`config.mk`:
```
export PLATFORM = sky130hd
export DESIGN_NAME = mem_fifo_loader
export DESIGN_NICKNAME = d
export VERILOG_FILES = /design/src/rtl/mem_fifo_loader.sv
export SDC_FILE = /design/constraint.sdc
export NUM_CORES = 1
export LEC_CHECK = 0
export CAP_MARGIN = 15
export CORE_MARGIN = 5
export CORE_UTILIZATION = 30
export DETAILED_ROUTE_END_ITERATION = 8
export PLACE_DENSITY = 0.53
export SYNTH_ARGS = -nofsm -noshare
export SYNTH_HDL_FRONTEND = slang
export SYNTH_SLANG_ARGS = --single-unit
```
`constraint.sdc`:
```
create_clock -name clk -period 3.5 [get_ports clk]
set_input_delay 1.05 -clock clk [delete_from_list [all_inputs] [get_ports clk]]
set_output_delay 1.05 -clock clk [all_outputs]
set_load 0.02 [all_outputs]
```
`src/rtl/mem_fifo_loader.sv`:
```
// Stages up to DEPTH words in a local buffer, then on a start edge streams
// them in write order into a downstream FIFO, honouring its full flag.
module mem_fifo_loader #(
    parameter int WIDTH = 8,
    parameter int DEPTH = 16,
    parameter int ADDR  = 4
) (
    input  logic             clk,
    input  logic             rst1,
    input  logic [WIDTH-1:0] port_A,
    input  logic             W_en,
    input  logic             s_sig,
    input  logic             wfull,
    output logic             winc,
    output logic [WIDTH-1:0] wdata,
    output logic [ADDR:0]    count,
    output logic             busy,
    output logic             done,
    output logic             overflow
);

    typedef enum logic [1:0] {IDLE, XFER, DONE} state_t;

    localparam logic [ADDR:0] FULL_CNT = (ADDR+1)'(DEPTH);

    state_t           state, state_nxt;
    logic [WIDTH-1:0] mem [DEPTH];
    logic [ADDR-1:0]  wr_ptr, rd_ptr;
    logic [ADDR:0]    sent;
    logic             s_prev;
    logic             start_edge;
    logic             wr_ok;
    logic             last_word;

    assign start_edge = s_sig & ~s_prev;
    assign wr_ok      = (state == IDLE) && W_en && (count != FULL_CNT);
    assign last_word  = winc && (sent == count - 1'b1);

    always_ff @(posedge clk or negedge rst1) begin
        if (!rst1) state <= IDLE;
        else       state <= state_nxt;
    end

    // A write accepted in the same cycle as the start edge counts toward the transfer.
    always_comb begin
        state_nxt = state;
        case (state)
            IDLE: if (start_edge) state_nxt = ((count != '0) || wr_ok) ? XFER : DONE;
            XFER: if (last_word)  state_nxt = DONE;
            DONE: state_nxt = IDLE;
            default: state_nxt = IDLE;
        endcase
    end

    always_comb begin
        busy  = (state == XFER);
        done  = (state == DONE);
        winc  = (state == XFER) && !wfull;
        wdata = winc ? mem[rd_ptr] : '0;
    end

    always_ff @(posedge clk or negedge rst1) begin
        if (!rst1) begin
            s_prev   <= 1'b0;
            wr_ptr   <= '0;
            rd_ptr   <= '0;
            sent     <= '0;
            count    <= '0;
            overflow <= 1'b0;
        end else begin
            s_prev <= s_sig;
            if (W_en && !wr_ok) overflow <= 1'b1;
            if (wr_ok) begin
                wr_ptr <= wr_ptr + 1'b1;
                count  <= count + 1'b1;
            end
            if (winc) begin
                rd_ptr <= rd_ptr + 1'b1;
                sent   <= sent + 1'b1;
            end
            if (state == DONE) begin
                wr_ptr <= '0;
                rd_ptr <= '0;
                sent   <= '0;
                count  <= '0;
            end
        end
    end

    always_ff @(posedge clk) begin
        if (wr_ok) mem[wr_ptr] <= port_A;
    end

endmodule
```
=== Word-level counts from Yosys, hierarchy flattened ===
Memory sizes are Yosys's and may differ from the RTL's.
Index checks and enable logic that the tools add are counted.

* $add $sub $neg: 5
* Equal/unequal tests: 6
* Muxes and demuxes: 15
* Bitwise logic cells: 2
* Reduce and logical (&&, ||, !) cells: 13

{| class="wikitable"
|+ Operator list
! kind !! number
|-
| 5-bit two-way mux || 4
|-
| 4-bit two-way mux || 4
|-
| 5-bit by 1-bit adder with 5-bit output (second input constant) || 2
|-
| 4-bit by 1-bit adder with 4-bit output (second input constant) || 2
|-
| 8-bit two-way mux || 1
|-
| 2-bit two-way mux || 3
|-
| 5-bit == test || 1
|-
| 1-bit logical AND || 5
|-
| 5-bit != test (second input constant) || 1
|-
| 5-bit nonzero test || 1
|-
| 5-bit by 1-bit subtractor with 5-bit output (second input constant) || 1
|-
| 2-bit case mux with 2 select lines || 1
|-
| 2-bit nonzero test || 2
|-
| 2-bit by 1-bit == test with 1-bit output (second input constant) || 1
|-
| 2-bit == test (second input constant) || 1
|-
| 1-bit zero test || 2
|-
| 2-bit zero test || 1
|-
| 1-bit two-way mux || 2
|-
| 2-bit by 1-bit != test with 1-bit output (second input constant) || 1
|-
| 2-bit != test (second input constant) || 1
|-
| 2-bit AND reduction || 1
|-
| 1-bit AND || 1
|-
| 1-bit logical OR || 1
|-
| 1-bit inverter || 1
|}

* Flip-flop bits (word level): 22
* RAM bits: 128
* Input bits: 13
* Output and inout port bits: 17
* Memories: 1

{| class="wikitable"
|+ Memory list
! memory !! depth !! bits a word !! read ports !! clocked after Yosys merged registers in !! wr ports !! RTL line !! RTL
|-
| mem || 16 || 8 || 1 || 0 || 1 || 27 || <nowiki>logic [WIDTH-1:0] mem [DEPTH];</nowiki>
|}

=== Longest topological paths before layout ===
* Word-level depth: 7
* Gate-level depth with buffers: 7

=== Least setup slack after synthesis ===
Ideal clock, no wire load.

* Kind: input to output
* Start: in wfull
* End: out wdata[0]
* Arrival time: 2.197 ns
* Data required time: 2.450 ns
* Slack: 0.253 ns
* Stages: 5
* Buffers on the path: 1
* Cells stage by stage: or3b_4 > clkinv_4 > buf_4 > nand2_2 > o22ai_1

* Cells in the longest elaborated chain, start to end: 3

{| class="wikitable"
|+ Ends and longest elaborated chain
! item !! RTL line !! RTL
|-
| from (decl) || 13 || <nowiki>input logic wfull,</nowiki>
|-
| 1-bit zero test || 58 || <nowiki>winc = (state == XFER) && !wfull;</nowiki>
|-
| 1-bit logical AND || 58 ||
|-
| net winc || 14 || <nowiki>output logic winc,</nowiki>
|-
| 8-bit two-way mux || 59 || <nowiki>wdata = winc ? mem[rd_ptr] : '0;</nowiki>
|-
| to (decl) || 15 || <nowiki>output logic [WIDTH-1:0] wdata,</nowiki>
|}

The timed path passes the listed nets, and every way through them passes these cells.

=== Worst setup path in the final report ===
* Start: reg rd_ptr[0]
* End: out wdata[0]

* Cells in the longest elaborated chain, start to end: 2

{| class="wikitable"
|+ Ends and longest elaborated chain
! item !! RTL line !! RTL
|-
| from (decl) || 28 || <nowiki>logic [ADDR-1:0] wr_ptr, rd_ptr;</nowiki>
|-
| from (signal assigned) || 78 || <nowiki>rd_ptr <= rd_ptr + 1'b1;</nowiki>
|-
| memory 16 x 8 bit || n/a ||
|-
| 8-bit two-way mux || 59 ||
|}

No other way between the ends.

==> impl.org <==
** Outcome
- The flow ran to the end, and the final reports show no timing, DRC or antenna violations.

** Die
- In this run the horizontal extent of the chip is 153 um.
- Standard cell core area :: 20200 um2
- In this run the vertical extent of the chip is 153 um.
- Rows :: 52
- Initial cell density of the core :: 0.305
- 30 I/O pins were placed.
- Full die area :: 23500 um2

** Setup path
- Worst Setup Path Type :: reg2out
- Largest incremental delay on the critical path :: 0.55 ns
- STA puts the critical path data required time at 2.45 ns.
- Counting cells, the worst reg-to-reg path comes to 6.
- Cell Chain, Critical Path :: buf_12 > mux4_2 > mux2i_1 > o22ai_4 > buf_6
- Setup slack on the worst flop-to-flop path :: 1.11 ns
- Worst EP arrival :: 2.32 ns
- The startpoint identified for the worst register-to-register timing path is count[0].
- STA classifies the critical path startpoint as a flop.
- STA classifies the critical path endpoint as an output port.
- Critical-path maximum fanout :: 25
- The worst register-to-register path ends at mem[2][0].
- Cell with the largest stage delay on the worst path :: sky130_fd_sc_hd__mux4_2

** Synth
- Fraction of post-synthesis cell area in the top cell type by area :: 0.624
- Proportion of synthesized chip area in sequential cells :: 0.713
- In the synthesized netlist, the number of instances is 336.
- Multiplexer share of the synthesized area :: 0.145
- Synth Area in Compound Gates :: 0.0221
- Of the total synthesized cell area, the portion taken by XOR and XNOR cells is 0.0156.
- Of the total synthesized cell area, the portion taken by full adders, half adders and majority gates is 0.0162.
- After synthesis, the largest family of logic cells by area is multiplexers.
- Post-synthesis simple-gate area fraction :: 0.0686
- Net count of the mapped netlist :: 357
- Count of state elements after synthesis :: 150
- Ranked by total cell area, the synthesized netlist is headed by sky130_fd_sc_hd__edfxtp_1, sky130_fd_sc_hd__mux4_2, sky130_fd_sc_hd__dfrtp_1.
- During synthesis, Yosys emitted a total of 0 warnings.
- Averaged over all synthesized cells, the footprint is 18.3 um2.
- Yosys mapped the design onto 39 distinct sky130hd cell types.
- Cell area after synthesis :: 6160 um2
- Yosys top cell by area :: sky130_fd_sc_hd__edfxtp_1

** Timing
- The tightest hold path in the finished design has a slack of 0.461 ns.
- FMAX :: 297 MHz
- Dividing the final minimum period by the clock period gives 0.962.
- Worst-Margin Slew :: 0.716 ns
- The worst pin sits at a relative slew slack of 0.521.
- Post-layout minimum cycle time :: 3.37 ns
- Across the routed clock network, the largest skew measured is 0.00943 ns.
- Final-report max-slew violation count :: 0
- Count of endpoints failing setup in the final report :: 0
- Setup repair after global routing left no endpoint under its margin.
- The number of hold violations in the final report is 0.

** Clock tree
- Clock network latency to the later pin of the worst-skew pair :: 0.42 ns
- TritonCTS built the clock tree.
- The H-tree generated during clock tree synthesis spans 4 levels.
- CTS Buffer Depth :: 2
- In this run the clock root is driven by a sky130_fd_sc_hd__clkbuf_16.
- The clock net in this run drives a total of 150 sinks.
- CTS Buf Count :: 17
- Number of hold buffers added after cts :: 0
- In this run the post-CTS setup repair buffer count came out at 0.
- Clock transition at the registers of the reported paths :: 0.06 ns

** Finish
- In the final layout, the share of cells above drive strength 1 is 0.278.
- Excluding fillers, the count of instances in the completed layout stands at 670.
- In the final design database the tool counted 408 nets.
- Relative to the synthesized area, the layout overhead comes to 23.2%.
- Final antenna diode count :: 0
- At the end of the flow the core is filled with cells to 0.375.

** Worst hold path
- The worst hold path begins at overflow.
- Worst hold path stage count :: 1
- Worst min-delay path category :: reg2reg
- The path with the worst hold slack has its endpoint at overflow.

** Detailed routing
- DRT iter0 DRCs :: 155
- In the routed design, unresolved DRC markers number 0.
- In the detailed route, the total length drawn on met3 is 583 um.
- TritonRoute pass-1 iters :: 4
- Per-cell routed wire length :: 19.0 um
- The highest metal layer carrying signal wires in the routed design is met4.
- Via count :: 3106
- M1 wire length :: 5880 um
- Dividing the detail-routed via count by the number of cells gives 4.64.
- In this run the remaining antenna-violating nets after routing total 0.
- After detailed routing, the total wire length is 12800 um.
- DR WL met2 :: 6190 um

** Run
- Max-cap viol count :: 0

** Placement
- The HPWL after detailed placement is 8280 um.
- The number of placed instances, taps included, is 638.
- Buffers placed on the I/O ports in this run total 29.
- At the end of routability-driven placement, the weighted congestion stood at 0.740.

** Power and ir drop
- VDD sags by at most 0.376 mV.
- Of the total power, the clock network draws 0.303.
- Net switching power of the design :: 1.92 mW
- Sw Share :: 0.319
- Total power divided by cell area :: 792 nW/um2
- P_int :: 4.09 mW
- Combinational fraction of design power :: 0.313
- The share of total power dissipated in sequential elements is 0.384.
- Leakage Power :: 2.57 nW

** Global route
- For this run the aggregate overflow at the end of global routing stands at 0.
- Vias in the first global route :: 3364
- Entering global routing, the biggest net connects 30 pins.
- Across every metal layer, demand over resource in global routing totals 0.114.
- Initial antenna violation count :: 0
- The first global-routing pass estimated 19900 um of wire.
-- placed cells by master (no fill, tap or decap), drive strengths merged, types with 3 or more instances in the layout --
| cell | Yosys | layout |
|---|---|---|
| edfxtp | 128 | 128 |
| mux4 | 32 | 32 |
| buf | 12 | 28 |
| dfrtp | 22 | 22 |
| clkdlybuf4s50 | 0 | 19 |
| clkbuf | 5 | 18 |
| mux2i | 17 | 17 |
| nand2 | 15 | 15 |
| inv | 6 | 14 |
| nand3 | 12 | 12 |
| o21ai | 11 | 11 |
| and2 | 9 | 9 |
| nor2 | 8 | 8 |
| ha | 8 | 8 |
| o22ai | 8 | 8 |
| xnor2 | 6 | 6 |
| nand4 | 6 | 6 |
| xor2 | 5 | 5 |
| and3 | 4 | 4 |
| and4 | 4 | 4 |
| clkinv | 1 | 4 |
| nor3 | 3 | 3 |
| nor3b | 3 | 3 |
-- Yosys cell counts --
cell type,instances
sky130_fd_sc_hd__nor2_1,8
sky130_fd_sc_hd__buf_2,4
sky130_fd_sc_hd__nand2_2,2
sky130_fd_sc_hd__clkbuf_1,5
sky130_fd_sc_hd__or3b_4,1
sky130_fd_sc_hd__nand4_1,6
sky130_fd_sc_hd__o21ai_0,10
sky130_fd_sc_hd__nand2b_1,1
sky130_fd_sc_hd__nor4_1,1
sky130_fd_sc_hd__edfxtp_1,128
sky130_fd_sc_hd__buf_4,6
sky130_fd_sc_hd__and3_1,4
sky130_fd_sc_hd__o31ai_1,2
sky130_fd_sc_hd__or2_1,1
sky130_fd_sc_hd__buf_1,2
sky130_fd_sc_hd__clkinv_4,1
sky130_fd_sc_hd__nor3_1,3
sky130_fd_sc_hd__inv_2,1
sky130_fd_sc_hd__o22ai_1,8
sky130_fd_sc_hd__ha_1,8
sky130_fd_sc_hd__o32ai_1,1
sky130_fd_sc_hd__nand3_2,1
sky130_fd_sc_hd__nand3_1,11
sky130_fd_sc_hd__xnor2_1,6
sky130_fd_sc_hd__dfrtp_1,22
sky130_fd_sc_hd__nor3b_1,2
sky130_fd_sc_hd__nand4bb_1,1
sky130_fd_sc_hd__o21ai_1,1
sky130_fd_sc_hd__nor3b_4,1
sky130_fd_sc_hd__and4_1,4
sky130_fd_sc_hd__a21o_1,1
sky130_fd_sc_hd__and2_1,9
sky130_fd_sc_hd__xor2_1,5
sky130_fd_sc_hd__nand2_1,13
sky130_fd_sc_hd__or4b_2,1
sky130_fd_sc_hd__inv_1,5
sky130_fd_sc_hd__mux2i_1,17
sky130_fd_sc_hd__mux4_2,32
sky130_fd_sc_hd__nor4_2,1
-- stage by stage --
step	area, um2	setup WS (ns)	total power, mW	setup TNS [ns]
global route	7590	0.0491	6.34	0
global placement	6890	-0.489	4.11	-3.89
finish	7590	0.134	6.01	0
CTS	7510	-0.00370	5.99	-0.00576
detailed placement	6890	-0.547	4.13	-4.29
floorplan	6160	0.253	3.50	0
-- worst max path at each step --
stage | startpoint | endpoint
global route | rd_ptr[0] | wdata[0]
floorplan | wfull | wdata[0]
global placement | wfull | wdata[6]
detailed placement | wfull | wdata[6]
CTS | wfull | wdata[1]
finish | rd_ptr[0] | wdata[0]
-- worst max-delay path: cells and delay by family, from the launching register on --
family                 cells  cell delay (ns)
buffers and inverters      2             0.39
DFF                        1             0.38
muxes                      2             0.98
AOI/OAI and AO/OA          1             0.13
-- area by class of cell --
cell class                      count  area [um2]
Timing Repair Buffer               49         484
Multi-Input combinational cell    162        1750
Fill cell                        1873       12600
Sequential cell                   150        4400
Clock inverter                     14         165
Tap cell                          270         338
Clock buffer                       18         429
Inverter                            7        33.8
-- logic make-up (layout without fill, tap and decap cells) --
logic type	count (synthesis)	count (layout)
simple gates	71	71
buf+inv	24	88
compound gates	23	23
fa+ha+maj	8	8
flops	150	150
mux	49	49
xor+xnor	11	11
-- per-layer routing --
layer | global-route usage | vias up
met2 | 0.181 | 67
met1 | 0.153 | 1579
met3 | 0.0348 | 12
li1 | - | 1448
met4 | 0.0307 | 0
met5 | 0 | -
-- what timing repair did --
action / in CTS / in global routing
endpoints found under the setup margin: 9 / 9
gates resized for setup: 52 / 15
pin swaps: 0 / 7
endpoints found under the hold margin: 0 / 0
cloned: 0 / 0
-- sequential cells by signal, summed over array words and instances (netlist names) --
register,flops
count,5
mem,128
overflow,1
rd_ptr,4
s_prev,1
sent,5
state,2
wr_ptr,4
-- power groups by stage --
| stage | registers [mW] | logic [mW] | clock network (mW) |
|---|---|---|---|
| 2_1_floorplan | 2.29 | 1.22 | 0 |
| 3_3_place_gp | 2.33 | 1.78 | 0 |
| 3_5_place_dp | 2.34 | 1.79 | 0 |
| 4_1_cts | 2.30 | 1.83 | 1.86 |
| 5_1_grt | 2.34 | 2.05 | 1.95 |
| 6_report | 2.31 | 1.88 | 1.82 |
(Power assumes the default switching activity.)
